<file path="src/rtl/cell_unscaler_if.sv">
// Cell-request / pixel-stream bundle for cell_unscaler.
//   Request side : req_valid, req_ready, cell_column, cell_row
//   Pixel side   : pix_valid, pix_ready, pixel_column, pixel_row,
//                  pix_last, pix_border, done
//   master modport: the requester / frame-buffer writer side
//   slave  modport: the cell_unscaler side
interface cell_unscaler_if #(
  parameter int unsigned CELL_BITS = 7,
  parameter int unsigned PIX_BITS  = 12
);

  logic                 req_valid;
  logic                 req_ready;
  logic [CELL_BITS-1:0] cell_column;
  logic [CELL_BITS-1:0] cell_row;

  logic                 pix_valid;
  logic                 pix_ready;
  logic [PIX_BITS-1:0]  pixel_column;
  logic [PIX_BITS-1:0]  pixel_row;
  logic                 pix_last;
  logic                 pix_border;
  logic                 done;

  modport master (
    output req_valid, cell_column, cell_row, pix_ready,
    input  req_ready, pix_valid, pixel_column, pixel_row,
           pix_last, pix_border, done
  );

  modport slave (
    input  req_valid, cell_column, cell_row, pix_ready,
    output req_ready, pix_valid, pixel_column, pixel_row,
           pix_last, pix_border, done
  );

endinterface

</file>
<file path="src/rtl/cell_unscaler.sv">
// cell_unscaler: expands one world-map cell coordinate into every screen
// pixel covered by that cell, emitted in raster order (column fastest).
//
// Ports:
//   clk    - system clock, rising edge
//   reset  - asynchronous, active-high reset
//   bus    - cell_unscaler_if.slave
//            request : req_valid/req_ready handshake, cell_column, cell_row
//            pixels  : pix_valid/pix_ready handshake, pixel_column, pixel_row,
//                      pix_last (final pixel of the cell),
//                      pix_border (pixel on the cell perimeter),
//                      done (one-cycle pulse after the last transfer)
//
// Optional feature: define CELL_UNSCALER_BORDER_EN to generate pix_border;
// otherwise pix_border is tied low.
module cell_unscaler #(
  parameter int unsigned COL_SCALE = 8,   // power of 2
  parameter int unsigned ROW_SCALE = 6,
  parameter int unsigned CELL_BITS = 7,
  parameter int unsigned PIX_BITS  = 12
) (
  input logic            clk,
  input logic            reset,
  cell_unscaler_if.slave bus
);

  localparam int unsigned COL_SHIFT = $clog2(COL_SCALE);
  localparam int unsigned SC_BITS   = (COL_SCALE > 1) ? $clog2(COL_SCALE) : 1;
  localparam int unsigned SR_BITS   = (ROW_SCALE > 1) ? $clog2(ROW_SCALE) : 1;
  localparam logic [SC_BITS-1:0] SC_MAX = SC_BITS'(COL_SCALE - 1);
  localparam logic [SR_BITS-1:0] SR_MAX = SR_BITS'(ROW_SCALE - 1);

  typedef enum logic {
    IDLE = 1'b0,
    WALK = 1'b1
  } state_t;

  // Multiplier-free row base: sum of shifted copies for each set bit of
  // ROW_SCALE, e.g. (r<<2)+(r<<1) for 6.
  function automatic logic [PIX_BITS-1:0] row_base(input logic [CELL_BITS-1:0] r);
    logic [PIX_BITS-1:0] acc;
    logic [PIX_BITS-1:0] rx;
    acc = '0;
    rx  = PIX_BITS'(r);
    for (int i = 0; i < PIX_BITS; i++) begin
      if (ROW_SCALE[i]) acc = acc + (rx << i);
    end
    return acc;
  endfunction

  state_t              state_q,    state_d;
  logic [PIX_BITS-1:0] base_col_q, base_col_d;
  logic [PIX_BITS-1:0] base_row_q, base_row_d;
  logic [SC_BITS-1:0]  sub_col_q,  sub_col_d;
  logic [SR_BITS-1:0]  sub_row_q,  sub_row_d;

  logic                req_ready_q,    req_ready_d;
  logic                pix_valid_q,    pix_valid_d;
  logic [PIX_BITS-1:0] pixel_column_q, pixel_column_d;
  logic [PIX_BITS-1:0] pixel_row_q,    pixel_row_d;
  logic                pix_last_q,     pix_last_d;
  logic                done_q,         done_d;
  logic                walk_d;

  // Next-state, counter advance and registered-output preparation.
  always_comb begin
    state_d    = state_q;
    base_col_d = base_col_q;
    base_row_d = base_row_q;
    sub_col_d  = sub_col_q;
    sub_row_d  = sub_row_q;
    done_d     = 1'b0;

    case (state_q)
      IDLE: begin
        if (bus.req_valid && req_ready_q) begin
          base_col_d = PIX_BITS'(bus.cell_column) << COL_SHIFT;
          base_row_d = row_base(bus.cell_row);
          sub_col_d  = '0;
          sub_row_d  = '0;
          state_d    = WALK;
        end
      end
      default: begin
        if (pix_valid_q && bus.pix_ready) begin
          if (sub_col_q == SC_MAX) begin
            sub_col_d = '0;
            if (sub_row_q == SR_MAX) begin
              sub_row_d = '0;
              state_d   = IDLE;
              done_d    = 1'b1;
            end else begin
              sub_row_d = sub_row_q + SR_BITS'(1);
            end
          end else begin
            sub_col_d = sub_col_q + SC_BITS'(1);
          end
        end
      end
    endcase

    // Outputs are derived from the next state so they register alongside it;
    // a stalled transfer leaves every input unchanged, so outputs hold.
    walk_d         = (state_d == WALK);
    req_ready_d    = !walk_d;
    pix_valid_d    = walk_d;
    pixel_column_d = walk_d ? (base_col_d + PIX_BITS'(sub_col_d)) : '0;
    pixel_row_d    = walk_d ? (base_row_d + PIX_BITS'(sub_row_d)) : '0;
    pix_last_d     = walk_d && (sub_col_d == SC_MAX) && (sub_row_d == SR_MAX);
  end

  // State, counters and output registers.
  always_ff @(posedge clk or posedge reset) begin
    if (reset) begin
      state_q        <= IDLE;
      base_col_q     <= '0;
      base_row_q     <= '0;
      sub_col_q      <= '0;
      sub_row_q      <= '0;
      req_ready_q    <= 1'b1;
      pix_valid_q    <= 1'b0;
      pixel_column_q <= '0;
      pixel_row_q    <= '0;
      pix_last_q     <= 1'b0;
      done_q         <= 1'b0;
    end else begin
      state_q        <= state_d;
      base_col_q     <= base_col_d;
      base_row_q     <= base_row_d;
      sub_col_q      <= sub_col_d;
      sub_row_q      <= sub_row_d;
      req_ready_q    <= req_ready_d;
      pix_valid_q    <= pix_valid_d;
      pixel_column_q <= pixel_column_d;
      pixel_row_q    <= pixel_row_d;
      pix_last_q     <= pix_last_d;
      done_q         <= done_d;
    end
  end

`ifdef CELL_UNSCALER_BORDER_EN
  logic pix_border_q, pix_border_d;

  // Perimeter flag, aligned with the pixel it describes.
  always_comb begin
    pix_border_d = walk_d && ((sub_col_d == '0) || (sub_col_d == SC_MAX) ||
                              (sub_row_d == '0) || (sub_row_d == SR_MAX));
  end

  always_ff @(posedge clk or posedge reset) begin
    if (reset) pix_border_q <= 1'b0;
    else       pix_border_q <= pix_border_d;
  end

  assign bus.pix_border = pix_border_q;
`else
  assign bus.pix_border = 1'b0;
`endif

  assign bus.req_ready    = req_ready_q;
  assign bus.pix_valid    = pix_valid_q;
  assign bus.pixel_column = pixel_column_q;
  assign bus.pixel_row    = pixel_row_q;
  assign bus.pix_last     = pix_last_q;
  assign bus.done         = done_q;

endmodule

</file>
<file path="src/flat_wrapper.sv">
// flat-port wrapper written by rule: the top's interface ports become plain ports
module cell_unscaler_flat 
#(
  parameter int unsigned COL_SCALE = 8,                
  parameter int unsigned ROW_SCALE = 6,
  parameter int unsigned CELL_BITS = 7,
  parameter int unsigned PIX_BITS  = 12
)
  (clk, reset, bus_req_valid, bus_cell_column, bus_cell_row, bus_pix_ready, bus_req_ready, bus_pix_valid, bus_pixel_column, bus_pixel_row, bus_pix_last, bus_pix_border, bus_done);
  cell_unscaler_if #(.CELL_BITS(CELL_BITS), .PIX_BITS(PIX_BITS)) bus_i ();
  input logic clk;
  input logic reset;
  input wire logic [$bits(bus_i.req_valid)-1:0] bus_req_valid;
  input wire logic [$bits(bus_i.cell_column)-1:0] bus_cell_column;
  input wire logic [$bits(bus_i.cell_row)-1:0] bus_cell_row;
  input wire logic [$bits(bus_i.pix_ready)-1:0] bus_pix_ready;
  output wire logic [$bits(bus_i.req_ready)-1:0] bus_req_ready;
  output wire logic [$bits(bus_i.pix_valid)-1:0] bus_pix_valid;
  output wire logic [$bits(bus_i.pixel_column)-1:0] bus_pixel_column;
  output wire logic [$bits(bus_i.pixel_row)-1:0] bus_pixel_row;
  output wire logic [$bits(bus_i.pix_last)-1:0] bus_pix_last;
  output wire logic [$bits(bus_i.pix_border)-1:0] bus_pix_border;
  output wire logic [$bits(bus_i.done)-1:0] bus_done;
  assign bus_i.req_valid = bus_req_valid;
  assign bus_i.cell_column = bus_cell_column;
  assign bus_i.cell_row = bus_cell_row;
  assign bus_i.pix_ready = bus_pix_ready;
  assign bus_req_ready = bus_i.req_ready;
  assign bus_pix_valid = bus_i.pix_valid;
  assign bus_pixel_column = bus_i.pixel_column;
  assign bus_pixel_row = bus_i.pixel_row;
  assign bus_pix_last = bus_i.pix_last;
  assign bus_pix_border = bus_i.pix_border;
  assign bus_done = bus_i.done;
  cell_unscaler #(.COL_SCALE(COL_SCALE), .ROW_SCALE(ROW_SCALE), .CELL_BITS(CELL_BITS), .PIX_BITS(PIX_BITS)) u_core (.clk(clk), .reset(reset), .bus(bus_i));
endmodule
</file>
<file path="config.mk">
export PLATFORM = sky130hd
export DESIGN_NAME = cell_unscaler_flat
export DESIGN_NICKNAME = d
export VERILOG_FILES = /design/src/rtl/cell_unscaler_if.sv /design/src/rtl/cell_unscaler.sv /design/src/flat_wrapper.sv
export SDC_FILE = /design/constraint.sdc
export NUM_CORES = 1
export LEC_CHECK = 0
export CAP_MARGIN = 20
export CORE_MARGIN = 3
export CORE_UTILIZATION = 58
export DETAILED_ROUTE_END_ITERATION = 8
export PLACE_DENSITY = 0.84
export SYNTH_ARGS = -nofsm -noshare
export SYNTH_HDL_FRONTEND = slang
export SYNTH_SLANG_ARGS = --single-unit
</file>
<file path="constraint.sdc">
create_clock -name clk -period 5.6 [get_ports clk]
set_input_delay 0.84 -clock clk [delete_from_list [all_inputs] [get_ports clk]]
set_output_delay 0.84 -clock clk [all_outputs]
set_load 0.01 [all_outputs]
</file>
==> reports/results.tsv <==
metric	value	unit
outcome	completed	
drc	0	
io-pin-count	47	
synth_top_family_by_area	simple AND/OR/NAND/NOR gates	
clkLatencyLatePin	330	ps
cts-resized-gates	0	
dieArea	6090	sq um
utilization	75.9	%
r2r_start	u_core.state_q	
relSlewSlack	45.2	%
fin_ws	1700	ps
min_path_cells	2	
tns	0	ps
die_w	78.1	microns
hold_path.class	register to register	
viasPerCell	5.49	
syn-instance-count	292	
synth.top_cell.area_share	47.4	%
max-cap-violations	0	
yosys_warnings	0	
dp_hpwl	4.21	mm
end_kind	register	
dp_worst_setup_slack	1360	ps
antenna_found_initial	0	
via_count	2262	
cts_setup_buffers	0	
dr.first_iter.drc_count	102	
io_buffers	45	
grt_remaining_overflow	0	
synth-compound-area-share	11.8	%
cts_buffers	9	
ir_drop	0.183	mV
final_cell_mix	57 x dfrtp_1, 45 x clkdlybuf4s50_1, 32 x nand2_1, 23 x nor2_1, 19 x a21oi_1	
drive_gt1_share	7.83	%
ys_seq_elements	58	
path_max_fanout	19	
final_common_cell	dfrtp_1	
yosysSeqAreaShare	48.2	%
avgSynthCellArea	10.3	sq um
post-route-period-util	69.7	%
cts_root_buf	clkbuf_8	
worstReg2RegEnd	u_core.bus.pixel_row[11]	
drt_pass1_iterations	4	
power	1.46	mW
wl	6.07	mm
fmax	256	MHz
ys_top_cells_by_area	dfrtp_1 47%, ha_1 6.6%, nand2_1 4.0%, a21oi_1 3.2%, nor2_1 2.9%	
place.gp.congestion	0.791	
fin_nets	377	
grt_pass1_wl	10.5	mm
power_density	394	nW/um^2
fin_worst_skew	5.81	ps
drtAntennaViolNets	0	
crit_type	input pin to register	
start_util	61.7	%
clockBufferDepth	2	
synth-simple-area-share	20.1	%
core	4880	sq um
synth_edf_count	0	
setup_viol	0	
cts_sinks	58	
min_period	3900	ps
path_clk_slew	60	ps
netlist_area	3010	sq um
stdcell_area	3700	sq um
placed_area	3500	sq um
grt_max_degree	59	
min_to	u_core.base_row_q[2]	
r2r_setup_slack	2160	ps
worstHoldStart	u_core.base_row_q[2]	
reg2regPathDepth	10	
synth_xor_area_share	3.78	%
cts_hold_buf	0	
htreeDepth	3	
p_leak	1.73	nW
synth.area.mux_share	3.41	%
synth_adder_area_share	8.64	%
synthArstFlopShare	100	%
rsz0062_at_grt	false	
synth_largest_area_cell	dfrtp_1	
crit_path_start	bus_req_valid	
yosysUniqueCellTypes	52	
num_rows	25	
grt_pass1_vias	2269	
die_h	78.1	microns
syn_to_final_growth	22.9	%
hold_viol	0	
report.final.slew_viol_count	0	
nFillCells	344	
wl_per_cell	14.7	microns
worstPathArrival	4150	ps
antennaDiodeCount	0	
yosys_most_used_dff	dfrtp_1	
track_usage	22.1	%
required	5850	ps
cp-start-kind	input pin	
tightest_slew	822	ps
cts_tree	built	
synth_nets	329	
-- flip-flops by register name (all words and copies together) (netlist names) --
signal / flops
u_core.sub_row_q: 3
u_core.bus.done: 1
u_core.bus.pixel_row: 12
u_core.base_row_q: 12
u_core.bus.req_ready: 1
u_core.base_col_q: 12
u_core.state_q: 1
u_core.sub_col_q: 3
u_core.bus.pixel_column: 12
u_core.bus.pix_last: 1
-- report_power, final --
part	internal, mW	switching (mW)	total [mW]	leakage [nW]
clock network	0.230	0.155	0.385	0.101
logic	0.229	0.257	0.486	0.884
registers	0.536	0.0520	0.588	0.744
total	0.994	0.464	1.46	1.73
-- metal layers --
metal,vias up,track usage [%],wire [microns]
met5,-,0,0
met4,0,13.6,170
met3,14,4.24,326
met2,63,36.7,3060
met1,1078,26.7,2510
li1,1107,-,-
-- synthesized netlist by cell type (3+ instances only) --
cell,count
nor3b_1,3
xor2_1,5
fa_1,3
inv_1,19
or3_1,3
a21o_1,5
o21ai_0,11
dfrtp_1,57
nor2_1,23
nor2b_1,4
ha_1,16
mux2i_1,8
nor3_1,7
nand2_1,32
a31oi_1,3
and2_1,10
nand3_1,6
a21oi_1,19
xnor2_1,8
clkbuf_1,6
-- area by class of cell --
class / instances / area, sq um / share of cell area [%]
clock buffers: 14 / 163 / 4.39
multi-input cells: 206 / 1440 / 38.9
clock inverters: 2 / 35.0 / 0.946
well taps: 67 / 83.8 / 2.26
flip-flops and latches: 58 / 1450 / 39.2
inverters: 19 / 71.3 / 1.93
repair buffers: 46 / 458 / 12.4
-- metrics by stage --
stage	hold slack, ps	instances
finish	482	412
global route	521	412
CTS	487	412
detailed placement	470	396
global placement	475	396
floorplan	446	292
-- worst max-delay path: stages --
cell,delay [ps]
clkdlybuf4s50_1,550
and3b_1,730
mux2i_1,370
inv_1,110
ha_1,290
a21o_1,100
a21oi_1,110
nor4_4,250
nand3_4,130
or4_1,490
a21oi_1,160
-- cells by family after synthesis --
group,count (synthesis)
compound gates,54
xor+xnor,13
fa+ha+maj,19
buf+inv,28
flops,58
mux,10
other cells,1
simple gates,109
-- worst max-delay path by stage --
stage / endpoint / slack, ps / cells past startpoint
after floorplan: u_core.bus.pixel_row[10] / 2390 / 13
after global placement: u_core.bus.pixel_row[11] / 1460 / 11
after detailed placement: u_core.bus.pixel_row[11] / 1360 / 11
after CTS: u_core.bus.pixel_row[11] / 1700 / 11
after global routing: u_core.bus.pixel_row[11] / 1540 / 11
final: u_core.bus.pixel_row[11] / 1700 / 11
No activity file was read; power rests on OpenSTA's default activity.
